## config.mk

```make
export PLATFORM = sky130hd
export DESIGN_NAME = le_read_addr_gen
export DESIGN_NICKNAME = d
export VERILOG_FILES = /design/src/rtl/le_read_addr_gen.sv
export SDC_FILE = /design/constraint.sdc
export NUM_CORES = 1
export LEC_CHECK = 0
export CAP_MARGIN = 20
export CORE_ASPECT_RATIO = 0.9
export CORE_UTILIZATION = 35
export CTS_CLUSTER_DIAMETER = 80
export DETAILED_ROUTE_END_ITERATION = 8
export PLACE_DENSITY = 0.6
export SYNTH_ARGS = -nofsm -noshare
export SYNTH_HDL_FRONTEND = slang
export SYNTH_SLANG_ARGS = --single-unit
export TNS_END_PERCENT = 20
```

## constraint.sdc

```tcl
create_clock -name clk -period 5.8 [get_ports clk]
set_clock_uncertainty 0.15 [all_clocks]
set_input_delay 1.45 -clock clk [delete_from_list [all_inputs] [get_ports clk]]
set_output_delay 1.45 -clock clk [all_outputs]
set_load 0.005 [all_outputs]
```

## src/rtl/le_read_addr_gen.sv

```systemverilog
// Le-memory read address generator: replays a QPP window from its stored initial
// state (A, G), emitting one address per accepted beat, forward or backward.
module le_read_addr_gen #(
    parameter int unsigned ADDR_W = 13,
    parameter int unsigned WIN_W  = 5
) (
    input  logic              clk,
    input  logic              reset,
    input  logic [ADDR_W-1:0] blockSize,
    input  logic [ADDR_W-1:0] f2x2,
    input  logic              load,
    output logic              load_ready,
    input  logic              load_dir,
    input  logic [WIN_W:0]    load_len,
    input  logic [ADDR_W-1:0] load_A,
    input  logic [ADDR_W-1:0] load_G,
    output logic              rd_valid,
    input  logic              rd_ready,
    output logic [ADDR_W-1:0] rd_addr,
    output logic              rd_last,
    output logic              win_done
);

    typedef enum logic {IDLE, RUN} state_t;

    state_t            state_q;
    logic [ADDR_W-1:0] a_q, g_q, a_d, g_d;
    logic              dir_q;
    logic [WIN_W:0]    rem_q;
    logic              rd_valid_q;
    logic              win_done_q;

    logic              handshake;
    logic              final_hs;
    logic              accept;

    // Operands are already < k, so one conditional correction keeps the result < k.
    function automatic logic [ADDR_W-1:0] mod_add(input logic [ADDR_W-1:0] x,
                                                  input logic [ADDR_W-1:0] y,
                                                  input logic [ADDR_W-1:0] k);
        logic [ADDR_W:0] s;
        s = {1'b0, x} + {1'b0, y};
        if (s >= {1'b0, k}) s = s - {1'b0, k};
        return s[ADDR_W-1:0];
    endfunction

    function automatic logic [ADDR_W-1:0] mod_sub(input logic [ADDR_W-1:0] x,
                                                  input logic [ADDR_W-1:0] y,
                                                  input logic [ADDR_W-1:0] k);
        logic [ADDR_W:0] s;
        s = {1'b0, x} - {1'b0, y};
        if (s[ADDR_W]) s = s + {1'b0, k};
        return s[ADDR_W-1:0];
    endfunction

    always_comb begin
        a_d = a_q;
        g_d = g_q;
        if (dir_q) begin
            a_d = mod_sub(a_q, g_q, blockSize);
            g_d = mod_sub(g_q, f2x2, blockSize);
        end else begin
            a_d = mod_add(a_q, g_q, blockSize);
            g_d = mod_add(g_q, f2x2, blockSize);
        end
    end

    assign handshake  = rd_valid_q & rd_ready;
    assign final_hs   = handshake & (rem_q == (WIN_W+1)'(1));
    assign load_ready = (state_q == IDLE) | final_hs;
    assign accept     = load & load_ready & (load_len != '0);

    always_ff @(posedge clk or negedge reset) begin
        if (!reset) begin
            state_q    <= IDLE;
            a_q        <= '0;
            g_q        <= '0;
            dir_q      <= 1'b0;
            rem_q      <= '0;
            rd_valid_q <= 1'b0;
            win_done_q <= 1'b0;
        end else begin
            win_done_q <= final_hs;
            // A load accepted on the final handshake takes priority so the next
            // window follows without a bubble.
            if (accept) begin
                state_q    <= RUN;
                a_q        <= load_A;
                g_q        <= load_G;
                dir_q      <= load_dir;
                rem_q      <= load_len;
                rd_valid_q <= 1'b1;
            end else if (final_hs) begin
                state_q    <= IDLE;
                rem_q      <= '0;
                rd_valid_q <= 1'b0;
            end else if (handshake) begin
                rem_q <= rem_q - 1'b1;
                a_q   <= a_d;
                g_q   <= g_d;
            end
        end
    end

    assign rd_valid = rd_valid_q;
    assign rd_addr  = a_q;
    assign rd_last  = rd_valid_q & (rem_q == (WIN_W+1)'(1));
    assign win_done = win_done_q;

endmodule

```

==> impl_metrics.json <==
{
  "syn_area_per_cell_um2": 7.66,
  "ys.flop_type": "dfrtp_1",
  "synth_edf_count": 0,
  "grt_pass1_wl_mm": 36.7,
  "maxSlewViolCount": 0,
  "rows": 49,
  "num-fill-cells": 2076,
  "setup_viol": 0,
  "critical_path_peak_fanout": 3,
  "grt_usage_pct": 22.1,
  "cts_hold_buf": 0,
  "antenna_found_initial": 0,
  "firstDrtPassIters": 5,
  "core_area_um2": 20100,
  "nNetsFinal": 1221,
  "first_iter_violations": 486,
  "end_kind": "register",
  "layout-drive-gt1-share_pct": 9.19,
  "fmax_ghz": 0.178,
  "place_congestion": 0.935,
  "initial_core_util_pct": 36.0,
  "die_width_um": 154,
  "post-route-period-util_pct": 97.0,
  "start_kind": "input port",
  "route.detailed.drc": 0,
  "path_clk_slew_ns": 0.06,
  "status": "finished, final reports clean",
  "die_h_um": 138,
  "clock_path_buffers": 2,
  "worstPathRequired_ns": 5.82,
  "synth-seq-cells": 35,
  "vias": 7271,
  "insertion_delay_ns": 0.30,
  "syn_area_um2": 7240,
  "async_flop_share_pct": 100,
  "ys_seq_area_share_pct": 12.1,
  "path_class": "in2reg",
  "die_area_um2": 21300,
  "finalCriticalPeriod_ns": 5.62,
  "slew_headroom_pct": 35.6,
  "worstPathArrival_ns": 5.64,
  "antenna_cells": 0,
  "tns_ns": 0,
  "area_growth_pct": 21.7,
  "cap_violations": 0,
  "wire_per_inst_um": 18.1,
  "grt_max_degree": 36,
  "htree_levels": 2,
  "avgViaCountPerCell": 5.59,
  "synth_nets": 1122,
  "overflow": 0,
  "synth_cell_type_count": 81,
  "totalWireLength_mm": 23.6,
  "cts-root-buf": "clkbuf_16",
  "cts.sinks": 35,
  "cts_made_buffers": 5,
  "hold_class": "reg2reg",
  "final_core_util_pct": 43.8,
  "yosysWarnings": 0,
  "numPortBuffers": 79,
  "cts_tree": "done",
  "syn-instance-count": 945,
  "io_pins": 80,
  "hold_viol_final": 0,
  "tightest_slew_ns": 0.963,
  "grt_pass1_vias": 6710,
  "drt.antenna.violating_nets": 0,
  "dpl.hpwl_mm": 19.3
}
-- per-stage QoR --
stage	worst slack (ns)	cell area [µm²]	std cells	hold slack [ns]
6_report	0.176	8810	1300	0.402
5_1_grt	-0.0216	8810	1300	0.435
4_1_cts	0.0369	8670	1297	0.406
3_5_place_dp	-0.311	8500	1288	0.392
3_3_place_gp	-0.248	8500	1288	0.398
2_1_floorplan	0.441	7240	945	0.354
-- layout by cell type (no fill, tap or decap), drive strengths merged, types with 9 or more instances in the layout --
cell and n:
ha 106, a21oi 87, nor2 85, inv 83
clkdlybuf4s50 78, o21ai 62, xnor2 59, nand2 53
buf 44, nor3 42, dfrtp 35, xor2 20
mux2i 20, a211oi 17, and3 15, or3 14
a21o 14, o21a 13, o21bai 12, nand2b 12
nand3 11, nor2b 11, o211ai 11, a31oi 9
and2 9
-- state kept, by name (all words and copies together), names as in the netlist --
name,count
g_q,13
win_done,1
rd_addr,13
rd_valid,1
rem_q,6
dir_q,1
-- final timing paths --
| check | start | end | slack (ns) | cells past startpoint |
|---|---|---|---|---|
| worst max-delay path | f2x2[1] | g_q[9]$_DFFE_PN0P_ | 0.18 | 18 |
| worst min-delay path | rem_q[3]$_DFFE_PN0P_ | rem_q[3]$_DFFE_PN0P_ | 0.40 | 2 |
| worst max register to register | g_q[1]$_DFFE_PN0P_ | rd_addr[10]$_DFFE_PN0P_ | 0.94 | 15 |
| worst min register to register | rem_q[3]$_DFFE_PN0P_ | rem_q[3]$_DFFE_PN0P_ | 0.40 | 2 |
| max in group asynchronous | reset | rd_addr[10]$_DFFE_PN0P_ | 3.82 | 1 |
| min in group asynchronous | reset | rd_addr[1]$_DFFE_PN0P_ | 1.12 | 1 |
-- worst max-delay path: stages --
cell and delay (ns):
clkdlybuf4s50_1 0.47, inv_1 0.08, buf_4 0.16, fa_1 0.47, o21bai_1 0.37, a2111oi_4 0.14
nor3_2 0.23, o31ai_1 0.13, xor2_1 0.17, ha_1 0.32, a2111oi_2 0.35, o31a_1 0.23
nand2_1 0.10, a21oi_4 0.22, buf_4 0.14, mux2_4 0.29, a221oi_2 0.22, o21ai_1 0.09
-- routing by layer --
layer | global-route usage, % | share of wire [%] | up-vias
li1 | - | - | 3645
met1 | 32.2 | 49 | 3371
met3 | 3.61 | 6.3 | 20
met5 | 0 | 0 | -
met4 | 3.11 | 1.0 | 0
met2 | 34.6 | 44 | 235
-- layout make-up --
type                    instances  area, µm²  share of cell area (%)
inverters                      83        312                    3.54
repair buffers                122       1120                    12.7
flip-flops and latches         35        876                    9.94
clock inverters                 1       7.51                  0.0852
multi-input cells             797       6020                    68.4
well taps                     255        319                    3.62
clock buffers                   7        153                    1.73
-- repair_timing --
| item | in CTS | in global routing |
|---|---|---|
| buffers inserted | 1 | 3 |
| pin swaps | 2 | 6 |
| gates resized for setup | 1 | 14 |
| endpoints found under the setup margin | 1 | 13 |
-- cell usage after synthesis, types with 5 or more instances --
cell type	instances	share of area [%]
ha_1	106	18
a21oi_1	86	5.9
inv_1	83	4.3
nor2_1	83	4.3
xnor2_1	59	7.1
o21ai_0	54	3.7
nand2_1	51	2.6
nor3_1	42	2.9
dfrtp_1	35	12
mux2i_1	20	2.8
xor2_1	20	2.4
clkbuf_1	19	0.98
a211oi_1	16	1.7
and3_1	15	1.3
a21o_1	14	1.5
or3_1	14	1.2
o21a_1	13	1.3
nand2b_1	12	1.0
o21bai_1	12	1.2
nand3_1	11	0.76
nor2b_1	10	0.86
a31oi_1	8	0.69
and2_1	8	0.69
fa_1	8	2.2
o211ai_1	8	0.83
o21ai_1	8	0.55
a22o_1	7	0.85
a22oi_1	7	0.73
o31a_1	7	0.85
nor4_1	6	0.52
a211o_1	5	0.60
buf_6	5	0.78
nand4_1	5	0.43
-- logic make-up (layout without fill, tap and decap cells) --
logic type / count (synthesis) / count (layout) / share of synthesized area [%]
flip-flops: 35 / 35 / 12.1
XOR/XNOR: 79 / 79 / 9.56
multiplexers: 27 / 27 / 3.91
AO/OA/AOI/OAI: 304 / 304 / 29.0
AND/OR/NAND/NOR: 273 / 273 / 18.4
buffers and inverters: 113 / 213 / 6.46
adder cells (fa/ha/maj): 114 / 114 / 20.5
Power is not shown: default switching activity piles up to over one toggle a cycle in this logic, so the estimate is an artifact.
